`config.mk`:
```
export PLATFORM = sky130hd
export DESIGN_NAME = fp_add_sub_align
export DESIGN_NICKNAME = d
export VERILOG_FILES = /design/src/rtl/fp_add_sub_align.sv
export SDC_FILE = /design/constraint.sdc
export NUM_CORES = 1
export LEC_CHECK = 0
export BUFFER_PORTS_ARGS = -buffer_cell sky130_fd_sc_hd__buf_2
export CAP_MARGIN = 5
export CORE_ASPECT_RATIO = 0.6
export CORE_UTILIZATION = 43
export CTS_CLUSTER_DIAMETER = 50
export DETAILED_ROUTE_END_ITERATION = 12
export PLACE_DENSITY = 0.69
export SKIP_LAST_GASP = 1
export SYNTH_ARGS = -nofsm -noshare
export SYNTH_HDL_FRONTEND = slang
export SYNTH_SLANG_ARGS = --single-unit
```
`constraint.sdc`:
```
create_clock -name clk -period 3.9 [get_ports clk]
set_clock_uncertainty 0.1 [all_clocks]
set_input_delay 0.78 -clock clk [delete_from_list [all_inputs] [get_ports clk]]
set_output_delay 0.78 -clock clk [all_outputs]
set_load 0.01 [all_outputs]
```
`src/rtl/fp_add_sub_align.sv`:
```
// fp_add_sub_align: front-end alignment stage for single-precision add/sub.
// Stage 1 unpacks both operands, classifies NaN/Inf, orders them by magnitude
// and computes the effective operation. Stage 2 right-shifts the smaller
// significand by the exponent difference and folds shifted-out bits into a
// sticky bit.
// Ports:
//   clk, rst                  clock, synchronous active-high reset
//   in_valid/in_ready         upstream handshake for a, b, operation_select
//   out_valid/out_ready       downstream handshake for the aligned bundle
//   out_sign, out_exp         sign and effective exponent of the larger operand
//   out_mant_big/small        {hidden, fraction, GRS} significands, small one aligned
//   out_eff_sub, out_swap     effective subtract, b was the larger magnitude
//   out_special(_result)      NaN/Inf bypass flag and its final result
module fp_add_sub_align #(
   parameter int unsigned EXP_W = 8,
   parameter int unsigned MAN_W = 23,
   parameter int unsigned GRS_W = 3
) (
   input  logic                     clk,
   input  logic                     rst,
   input  logic                     in_valid,
   output logic                     in_ready,
   input  logic [EXP_W+MAN_W:0]     a,
   input  logic [EXP_W+MAN_W:0]     b,
   input  logic                     operation_select,
   output logic                     out_valid,
   input  logic                     out_ready,
   output logic                     out_sign,
   output logic [EXP_W-1:0]         out_exp,
   output logic [MAN_W+GRS_W:0]     out_mant_big,
   output logic [MAN_W+GRS_W:0]     out_mant_small,
   output logic                     out_eff_sub,
   output logic                     out_swap,
   output logic                     out_special,
   output logic [EXP_W+MAN_W:0]     out_special_result
);

   localparam int unsigned FP_W  = EXP_W + MAN_W + 1;
   localparam int unsigned MAG_W = FP_W - 1;
   localparam int unsigned SIG_W = MAN_W + 1;
   localparam int unsigned ALN_W = SIG_W + GRS_W;

   localparam logic [EXP_W-1:0] EXP_ONES = {EXP_W{1'b1}};
   localparam logic [EXP_W-1:0] EXP_ONE  = EXP_W'(1);
   localparam logic [EXP_W-1:0] DIFF_SAT = EXP_W'(ALN_W);
   localparam logic [FP_W-1:0]  QNAN     = {1'b0, EXP_ONES, 1'b1, {(MAN_W-1){1'b0}}};

   // Stage 1 payload: ordered operands and classification
   typedef struct packed {
      logic             sign;
      logic [EXP_W-1:0] exp;
      logic [SIG_W-1:0] sig_big;
      logic [SIG_W-1:0] sig_small;
      logic [EXP_W-1:0] diff;
      logic             eff_sub;
      logic             swap;
      logic             special;
      logic [FP_W-1:0]  special_result;
   } s1_t;

   // Stage 2 payload: the aligned bundle presented downstream
   typedef struct packed {
      logic             sign;
      logic [EXP_W-1:0] exp;
      logic [ALN_W-1:0] mant_big;
      logic [ALN_W-1:0] mant_small;
      logic             eff_sub;
      logic             swap;
      logic             special;
      logic [FP_W-1:0]  special_result;
   } s2_t;

   logic             s1_valid_q;
   s1_t              s1_q, s1_d;
   logic             out_valid_q;
   s2_t              s2_q, s2_d;

   logic             s2_en;
   logic             s1_adv;
   logic             s1_en;

   logic             eb;
   logic             eff_sub;
   logic             swap;
   logic [EXP_W-1:0] a_exp, b_exp;
   logic [EXP_W-1:0] a_eexp, b_eexp;
   logic [MAN_W-1:0] a_frac, b_frac;
   logic [SIG_W-1:0] a_sig, b_sig;
   logic             a_nan, b_nan, a_inf, b_inf;

   logic [ALN_W-1:0] small_ext;
   logic [ALN_W-1:0] shifted;
   logic [ALN_W-1:0] lost_mask;
   logic             lost;
   logic [ALN_W-1:0] mant_small;

   // Handshake: stage 2 loads when empty or draining; stage 1 follows it
   always_comb begin
      s2_en    = !out_valid_q || out_ready;
      s1_adv   = s1_valid_q && s2_en;
      in_ready = !s1_valid_q || s1_adv;
      s1_en    = in_valid && in_ready;
   end

   // Stage 1: unpack, classify, order by magnitude
   always_comb begin
      s1_d    = '0;
      eb      = b[FP_W-1] ^ ~operation_select;
      eff_sub = a[FP_W-1] ^ eb;
      // equal magnitudes keep a as the larger operand
      swap    = b[MAG_W-1:0] > a[MAG_W-1:0];

      a_exp  = a[MAG_W-1 -: EXP_W];
      b_exp  = b[MAG_W-1 -: EXP_W];
      a_frac = a[MAN_W-1:0];
      b_frac = b[MAN_W-1:0];
      // subnormals share exponent 1 with the smallest normals
      a_eexp = (a_exp == '0) ? EXP_ONE : a_exp;
      b_eexp = (b_exp == '0) ? EXP_ONE : b_exp;
      a_sig  = {a_exp != '0, a_frac};
      b_sig  = {b_exp != '0, b_frac};

      a_nan = (a_exp == EXP_ONES) && (a_frac != '0);
      b_nan = (b_exp == EXP_ONES) && (b_frac != '0);
      a_inf = (a_exp == EXP_ONES) && (a_frac == '0);
      b_inf = (b_exp == EXP_ONES) && (b_frac == '0);

      s1_d.eff_sub = eff_sub;
      s1_d.swap    = swap;
      if (swap) begin
         s1_d.sign      = eb;
         s1_d.exp       = b_eexp;
         s1_d.sig_big   = b_sig;
         s1_d.sig_small = a_sig;
         s1_d.diff      = b_eexp - a_eexp;
      end else begin
         s1_d.sign      = a[FP_W-1];
         s1_d.exp       = a_eexp;
         s1_d.sig_big   = a_sig;
         s1_d.sig_small = b_sig;
         s1_d.diff      = a_eexp - b_eexp;
      end

      // NaN wins, then inf-inf of opposite effective signs, then a lone inf
      if (a_nan || b_nan) begin
         s1_d.special        = 1'b1;
         s1_d.special_result = QNAN;
      end else if (a_inf && b_inf && eff_sub) begin
         s1_d.special        = 1'b1;
         s1_d.special_result = QNAN;
      end else if (a_inf) begin
         s1_d.special        = 1'b1;
         s1_d.special_result = {a[FP_W-1], EXP_ONES, {MAN_W{1'b0}}};
      end else if (b_inf) begin
         s1_d.special        = 1'b1;
         s1_d.special_result = {eb, EXP_ONES, {MAN_W{1'b0}}};
      end
   end

   // Stage 2: align smaller significand, collapsing shifted-out bits to sticky
   always_comb begin
      small_ext  = {s1_q.sig_small, {GRS_W{1'b0}}};
      shifted    = '0;
      lost_mask  = '0;
      lost       = 1'b0;
      mant_small = '0;
      if (s1_q.diff >= DIFF_SAT) begin
         mant_small = ALN_W'(|s1_q.sig_small);
      end else begin
         shifted    = small_ext >> s1_q.diff;
         lost_mask  = ~({ALN_W{1'b1}} << s1_q.diff);
         lost       = |(small_ext & lost_mask);
         mant_small = shifted | ALN_W'(lost);
      end

      s2_d                = '0;
      s2_d.sign           = s1_q.sign;
      s2_d.exp            = s1_q.exp;
      s2_d.mant_big       = {s1_q.sig_big, {GRS_W{1'b0}}};
      s2_d.mant_small     = mant_small;
      s2_d.eff_sub        = s1_q.eff_sub;
      s2_d.swap           = s1_q.swap;
      s2_d.special        = s1_q.special;
      s2_d.special_result = s1_q.special_result;
   end

   // Pipeline registers; payloads only load on an accepted transfer
   always_ff @(posedge clk) begin
      if (rst) begin
         s1_valid_q  <= 1'b0;
         s1_q        <= '0;
         out_valid_q <= 1'b0;
         s2_q        <= '0;
      end else begin
         if (in_ready) s1_valid_q  <= in_valid;
         if (s1_en)    s1_q        <= s1_d;
         if (s2_en)    out_valid_q <= s1_valid_q;
         if (s1_adv)   s2_q        <= s2_d;
      end
   end

   always_comb begin
      out_valid          = out_valid_q;
      out_sign           = s2_q.sign;
      out_exp            = s2_q.exp;
      out_mant_big       = s2_q.mant_big;
      out_mant_small     = s2_q.mant_small;
      out_eff_sub        = s2_q.eff_sub;
      out_swap           = s2_q.swap;
      out_special        = s2_q.special;
      out_special_result = s2_q.special_result;
   end

endmodule

```
==> metrics.md <==
| Metric | Value |
|---|---|
| Via count | `slightly below 9000` |
| Drt pass-1 iters | `6` |
| Worst hold-check path type | `flop to flop` |
| Initial antenna violation count | `0` |
| Syn Inst Count | `1142` |
| Setup WS pre-CTS | `~0.33 ns` |
| Die Width | `187 um` |
| Num rows | `40` |
| YS warnings | `0` |
| Startpoint types | `input pin` |
| # DRC | `0` |
| Clk_lat worst skew | `about 0.43 ns` |
| Synth async-reset ratio | `0%` |
| Leading area contributor after synthesis | `dfxtp_1` |
| Synth Area in Adders | `6.92%` |
| FILL cells | `approximately 2000` |
| Sequential share of the synthesized area | `roughly 31%` |
| P per Cell Area | `between 400 and 500 mW/mm2` |
| Most common cell in the netlist | `a21oi_1` |
| Final Cycle Share | `83.6%` |
| Core area | `0.0201 mm2` |
| Min Hold Slack | `0.348 ns` |
| WL/cell | `18.6 um` |
| Global Route Usage Sum | `26.7%` |
| WL final | `28100 um` |
| Vias in the first global route | `7699` |
| RePlAce Congestion | `0.932` |
| Synth cell count leaders | `163 x a21oi_1, 137 x dfxtp_1, 137 x nand2_1` |
| DR vias/cell | `5.83` |
| Synth Cell Area | `0.00886 mm2` |
| Initial core utilization | `44.1%` |
| TritonCTS clock tree | `built` |
| Synth Area in Simple Gates | `18.9%` |
| Clk slew on worst S/H paths | `0.06 ns` |
| EDFF count, synth | `0` |
| PnR worst setup slack | `0.640 ns` |
| PortBufs | `143` |
| Synth Area in Compound Gates | `22.8%` |
| Die Y-Extent | `approximately 110 um` |
| Number of diodes | `0` |
| RSZ-0062 raised after global routing | `no` |
| Global-route wire length before repair | `between 40000 and 50000 um` |
| Worst-path fanout max | `5` |
| ANT nets after route | `0` |
| Sink Count | `137` |
| Congestion Overflow GR | `0` |
| Critical path type | `input pin to flop` |
| Nature of the critical path endpoint | `flop` |
| Top cells by area, synth | `dfxtp_1 31%, a21oi_1 9.2%, ha_1 6.4%` |
| Setup Buffers After CTS | `0` |
| Clock buffer depth | `2` |
| Flops & latches, synth | `137` |
| Max-Slew Margin vs Limit | `28.1%` |
| H-tree levels | `4` |
| Register area | `roughly 0.0027 mm2` |
| Resized Gates After CTS | `0` |
| Final hold violation count | `0` |
| CP required | `4.11 ns` |
| Multi-input logic area | `0.00535 mm2` |
| Synth top area share | `31.0%` |
| Max-slew violations | `0` |
| Layout cells sized above 1 | `a little under a fifth` |
| Largest net degree at the start of global routing | `135` |
| Synth unique cells | `69` |
| TritonCTS buffer count | `17` |
| VDD IR max | `0.000324 V` |
| Sum Neg Setup Slack | `0 ns` |
| Most used flip-flop cell after synthesis | `dfxtp_1` |
| Largest family of logic cells by synthesized area | `compound AO/OA/AOI/OAI gates` |
| Outcome | `completed` |
| Mux cell area share after synthesis | `10.3%` |
| Utilization after layout | `50.6%` |
| DP Cell Count | `1478` |
| Area Growth Syn to Fin | `14.6%` |
| Maximum Capacitance Violations | `0` |
| Worst Tran Pin Value | `1.08 ns` |
| CP arrival | `~3.5 ns` |
| Post-Synth XOR/XNOR Area | `0.297%` |
| Ports | `169` |
| Iter 0 DRT Violations | `986` |
| Cts hold-fix bufs | `0` |
| Fin cells | `1510` |
| Detailed placement HPWL | `20400 um` |
| Root Driver | `clkbuf_16` |
| Final setup fails | `0` |
| Max frequency | `307 MHz` |
| Syn Area/Cell | `between 7 and 8 um2` |
| Period minus WS final | `3.26 ns` |
| Total Nets Final | `1340` |
| DIE AREA | `0.0212 mm2` |
| Pleak | `between 4 and 5 nW` |
[registers in the layout (all words and copies together) (netlist names)]
register and cells:
out_exp 8, out_special_result 3, out_sign 1, out_swap 1, out_mant_big 24, out_eff_sub 1, out_mant_small 27, s1_q 70
s1_valid_q 1, out_valid 1
[critical path, stage by stage]
cell and delay (ns):
buf_2 0.14, nor4_1 0.46, a21oi_1 0.20, inv_1 0.11, ha_1 0.22, fa_1 0.22, nor2b_1 0.07, o21ai_0 0.25
a21boi_0 0.15, o21a_1 0.20, or4_1 0.39, a21boi_0 0.19, nor3_1 0.09
[logic make-up (layout without fill, tap and decap cells)]
family                   after synthesis  after routing
XOR/XNOR                               3              3
AND/OR/NAND/NOR                      356            356
adder cells (fa/ha/maj)               48             48
other                                  1             25
buffers and inverters                181            252
multiplexers                          68             68
flip-flops                           137            137
AO/OA/AOI/OAI                        348            348
[final cells by class]
type                    count  area share (%)
multi-input cells         848            52.7
flip-flops and latches    137            27.0
well taps                 273            3.37
clock inverters            14            1.50
inverters                  56            2.07
repair buffers            164            8.98
clock buffers              18            4.33
[path summary, 6_finish.rpt]
path                                            start                             end  slack (ns)  cells after the start
worst max-delay path                            b[29]           s1_q[41]$_SDFFE_PP0P_        0.64                     13
worst min register to register  s1_q[75]$_SDFFE_PP0P_   out_mant_big[11]$_SDFFE_PP0P_        0.35                      2
worst max register to register  s1_q[35]$_SDFFE_PP0P_  out_mant_small[4]$_SDFFE_PP0P_        0.91                      7
worst min-delay path            s1_q[75]$_SDFFE_PP0P_   out_mant_big[11]$_SDFFE_PP0P_        0.35                      2
[power breakdown]
part	internal, mW	switching [mW]
combinational	0.393	0.630
sequential	1.49	0.125
clock	0.923	0.711
[metal layers]
metal	GRT usage (%)	wire (um)	up-vias
li1	-	-	4221
met1	42.2	14300	4137
met2	34.7	10700	427
met3	7.82	2990	13
met4	5.08	173	0
met5	0	0	-
[per-stage QoR]
stage	instance area [um2]	total power, mW
3_5_place_dp	9560	2.63
4_1_cts	10100	4.27
5_1_grt	10100	4.47
3_3_place_gp	9560	2.62
2_1_floorplan	8950	2.32
6_report	10100	4.27
[cells in the final DEF (no fill, tap or decap), drive strengths merged, types with 7 or more instances in the layout]
| cell type | instances |
|---|---|
| buf | 164 |
| a21oi | 163 |
| nand2 | 138 |
| dfxtp | 137 |
| o21ai | 100 |
| nor2 | 68 |
| inv | 62 |
| ha | 45 |
| mux2i | 43 |
| nor3 | 41 |
| nand3 | 28 |
| conb | 25 |
| nor4 | 21 |
| clkbuf | 18 |
| mux4 | 15 |
| nand4 | 14 |
| a22oi | 13 |
| mux2 | 10 |
| o22ai | 8 |
| nor2b | 7 |
| o211ai | 7 |
| nand2b | 7 |
| or3 | 7 |
(Power assumes the default switching activity.)
